## config.mk

```make
export PLATFORM = sky130hd
export DESIGN_NAME = lcrc_32_gen_flat
export DESIGN_NICKNAME = d
export VERILOG_FILES = /design/src/rtl/lcrc_32_gen_if.sv /design/src/rtl/lcrc_32_gen.sv /design/src/flat_wrapper.sv
export SDC_FILE = /design/constraint.sdc
export NUM_CORES = 1
export LEC_CHECK = 0
export CAP_MARGIN = 5
export CORE_UTILIZATION = 52
export DETAILED_ROUTE_END_ITERATION = 8
export GPL_ROUTABILITY_DRIVEN = 0
export PLACE_DENSITY = 0.76
export SLEW_MARGIN = 10
export SYNTH_ARGS = -nofsm -noshare
export SYNTH_HDL_FRONTEND = slang
export SYNTH_SLANG_ARGS = --single-unit
export TNS_END_PERCENT = 20
```

## constraint.sdc

```tcl
create_clock -name clk -period 2.6 [get_ports clk]
set_clock_uncertainty 0.15 [all_clocks]
set_input_delay 0.39 -clock clk [delete_from_list [all_inputs] [get_ports clk]]
set_output_delay 0.39 -clock clk [all_outputs]
set_load 0.01 [all_outputs]
```

## src/rtl/lcrc_32_gen_if.sv

```systemverilog
// Data path bundle for the LCRC generator: one word in, {word, LCRC} out.
interface lcrc_32_gen_if #(
  parameter int unsigned WIDTH = 8
);
  logic [WIDTH-1:0]    in;
  logic [WIDTH+31:0]   final_out;

  modport master (output in, input final_out);
  modport slave (input in, output final_out);
endinterface

```

## src/rtl/lcrc_32_gen.sv

```systemverilog
// Running reflected CRC-32 link CRC: absorbs one WIDTH-bit word per clock and
// registers the word alongside the complemented CRC of everything since reset.
module lcrc_32_gen #(
  parameter int unsigned WIDTH = 8
) (
  input logic          clk,
  input logic          reset,
  lcrc_32_gen_if.slave bus
);

  localparam logic [31:0] Poly = 32'hEDB88320;
  localparam logic [31:0] Seed = 32'hFFFFFFFF;

  // Declaration initialisers give a defined power-up state without a reset.
  logic [31:0]       crc_q = Seed;
  logic [31:0]       crc_d;
  logic [WIDTH+31:0] final_q = '0;
  logic [WIDTH-1:0]  data;

  // LSB-first bit-serial update, fully unrolled into one cycle.
  always_comb begin
    crc_d = crc_q;
    data  = bus.in;
    for (int i = 0; i < WIDTH; i++) begin
      crc_d = {1'b0, crc_d[31:1]} ^ ({32{crc_d[0] ^ data[0]}} & Poly);
      data  = data >> 1;
    end
  end

  always_ff @(posedge clk) begin
    if (reset) begin
      crc_q   <= Seed;
      final_q <= '0;
    end else begin
      crc_q   <= crc_d;
      final_q <= {bus.in, ~crc_d};
    end
  end

  assign bus.final_out = final_q;

endmodule

```

## src/flat_wrapper.sv

```systemverilog
// flat-port wrapper written by rule: the top's interface ports become plain ports
module lcrc_32_gen_flat 
#(
  parameter int unsigned WIDTH = 8
)
  (clk, reset, bus_in, bus_final_out);
  lcrc_32_gen_if #(.WIDTH(WIDTH)) bus_i ();
  input logic clk;
  input logic reset;
  input wire logic [$bits(bus_i.in)-1:0] bus_in;
  output wire logic [$bits(bus_i.final_out)-1:0] bus_final_out;
  assign bus_i.in = bus_in;
  assign bus_final_out = bus_i.final_out;
  lcrc_32_gen #(.WIDTH(WIDTH)) u_core (.clk(clk), .reset(reset), .bus(bus_i));
endmodule
```

==> run summary <==
Outcome: finished, final reports clean
Area of the core: 5240 sq um
Hold Crit Start: u_core.crc_q[14]
Cell Chain, Critical Path: clkdlybuf4s50_1 -> xor2_2 -> xnor3_2 -> xnor3_1 -> and2b_1
Filler cell count: 358
Leakage: 1.65 nW
CTS Root Buffer Type: clkbuf_8
Finished Cell Area: 3800 sq um
I/O pins: 50
Drt initial violations: 91
Synthesis-to-layout area growth: 30.7%
Reg2reg start: u_core.crc_q[2]
First-pass GRT wire length: 7.87 mm
# port buffers: 49
Final non-filler cell total: 364
WS Path Type: in -> reg
Commonest cells after routing, fill and taps aside: dfxtp_1, clkdlybuf4s50_1, nor2b_1
Vias/cell: 4.46
Switching power: 2.03 mW
Met1 usage: 21.9%
Hpwl dp: 3.51 mm
Simple-gate area share of the yosys netlist: 14.6%
Gr busiest metal: met2
Setup TNS: 0 ns
Inst Count DP: 348
Adder-cell share of the synthesized area: 0%
Max incr delay on CP: 0.59 ns
Min-Delay Endpoint: u_core.crc_q[6]
GR Util met3: 4.64%
Cell row count: 26
CTS tree: built
Antenna Nets Post-Route: 0
WHS: 0.337 ns
Final WL: 4.85 mm
Fin nets: 299
Pin count of the biggest net entering global routing: 50
Number of global-route vias before repair: 1,653
Post-route minimum period: 2.19 ns
Synth Area in XOR/XNOR: 33.3%
FF-to-FF setup slack: 0.64 ns
IR drop worst, VDD: 0.00120 V
Post-CTS Setup Inserts: 0
Hold_buf cts: 0
WL per Instance: 13.3 microns
Pint: 4.42 mW
Relative slew slack: 52.1%
Die Span Y: 76.8 microns
Commonest non-fill, non-tap cell in the layout: dfxtp_1
Hold path depth: 2
Sequential-to-total area share from yosys stat: 49.6%
Layout cells sized above 1: 15.3%
Final setup fails: 0
Placed Area: 3590 sq um
Via count: 1,625
Peak Freq: 0.457 GHz
Clk slew on worst S/H paths: 0.07 ns
Largest family of logic cells by synthesized area: XOR/XNOR gates
Clock Power Share: 14.7%
Initial Util: 55.5%
# diodes: 0
Die X: 76.8 microns
Detailed-route DRC error count: 0
Pre-CTS WS: 0.0490 ns
Sw Share: 31.5%
Worst-Skew Late Latency: 0.34 ns
H-tree depth: 3
Seq pwr share: 27.0%
Final number of max-transition violations: 0
Crit path DAT: 2.28 ns
Reg2reg end: u_core.bus.final_out[18]
Total congestion overflow: 0
FF-to-FF path depth: 4
Worst EP required: 2.69 ns
CP max-delay cell: clkdlybuf4s50_1
Compound-gate portion of the synthesized area: 1.03%
Number of synthesized register bits: 72
RSZ-0062 raised after global routing: false
Resize count post-CTS: 0
Worst hold path type: reg -> reg
CTS max path bufs: 2
CP Capture Type: flip-flop
Final Util: 72.6%
Multiplexer area fraction after synthesis: 0%
Worst-Margin Slew: 0.718 ns
Hold Vio Cnt, Final: 0
Comb pwr share: 58.3%
Max-cap violations: 0
Tcrit/Tclk final: 84.3%
Die ar.: 5890 sq um
Crit-path max FO: 3
Mean post-synth cell area: 13.2 sq um
Antenna violations before repair: 0
Total Power: 6.45 mW
Netlist cell types: 21
Total GRT Usage: 18.4%
Post-synthesis cell area: 2910 sq um
Met2 usage: 29.8%
Mapped Nets: 230
PwrDens: 1700 nW/um^2
DRT Pass-1 Iters: 4
Clk sinks: 72
Cells after Synth: 220
Num CTS Buffers: 9
Type of origin of the critical path: primary input
Final worst-path setup slack: 0.409 ns
YS warnings: 0
-- per-layer routing --
metal | wire, microns | share of wire, %
met5 | 0 | 0
met2 | 2410 | 50
met1 | 2130 | 44
met4 | 131 | 2.7
met3 | 173 | 3.6
-- power by group through the flow --
stage                     sequential [mW]  combinational (mW)  clock [mW]
after floorplan                      1.85                2.55           0
after global placement               1.76                3.70           0
after detailed placement             1.77                3.78           0
after CTS                            1.75                3.80       0.973
after global routing                 1.78                4.07        1.02
final                                1.74                3.76       0.948
-- logic make-up after synthesis --
kind of cell	after synthesis
xor gates and xnor gates	61
DFF	72
and+or+nand+nor	71
buffers and inverters	12
AOI/OAI and AO/OA	4
-- state kept, by name (all words and copies together) (netlist names) --
register	cells
u_core.bus.final_out	40
u_core.crc_q	32
-- worst max-delay path, delay by kind of cell --
family	cells	cell delay, ns
buffers and inverters	1	0.59
and+or+nand+nor	1	0.18
xor gates and xnor gates	3	1.11
-- area by class of cell --
class	instances	area [sq um]	area share, %
clock buffers	13	149	3.92
clock inverters	3	65.1	1.71
inverters	5	18.8	0.494
multi-input cells	136	1420	37.4
flip-flops and latches	72	1440	37.9
well taps	70	87.6	2.30
repair buffers	65	618	16.3
-- synthesized netlist by cell type --
library cell   n  area share, %
xnor2_2        4            2.2
and2b_1        1           0.26
inv_2          1           0.13
xnor2_1       22            6.6
nor2b_1       27            5.8
xor3_1         1           0.82
dfxtp_1       72             50
xnor3_2        1           0.82
or2_1          7            1.5
inv_1          4           0.52
nand2_1        3           0.39
nor2b_2        1           0.30
nor2_1         7           0.90
xnor2_4        7            6.6
buf_1          1           0.13
xor2_2         1           0.56
xnor3_1       17             13
a21o_1         4            1.0
clkbuf_1       6           0.77
nand2b_1      25            5.4
xor2_1         8            2.4
-- worst max-delay path by stage --
stage / startpoint / to / cells past startpoint
4_1_cts: bus_in[4] / u_core.bus.final_out[18] / 5
3_5_place_dp: bus_in[4] / u_core.bus.final_out[18] / 5
2_1_floorplan: u_core.crc_q[2] / u_core.bus.final_out[18] / 4
6_report: bus_in[2] / u_core.bus.final_out[18] / 5
5_1_grt: bus_in[4] / u_core.bus.final_out[18] / 5
3_3_place_gp: bus_in[4] / u_core.bus.final_out[18] / 5
No activity file was read; power rests on OpenSTA's default activity.
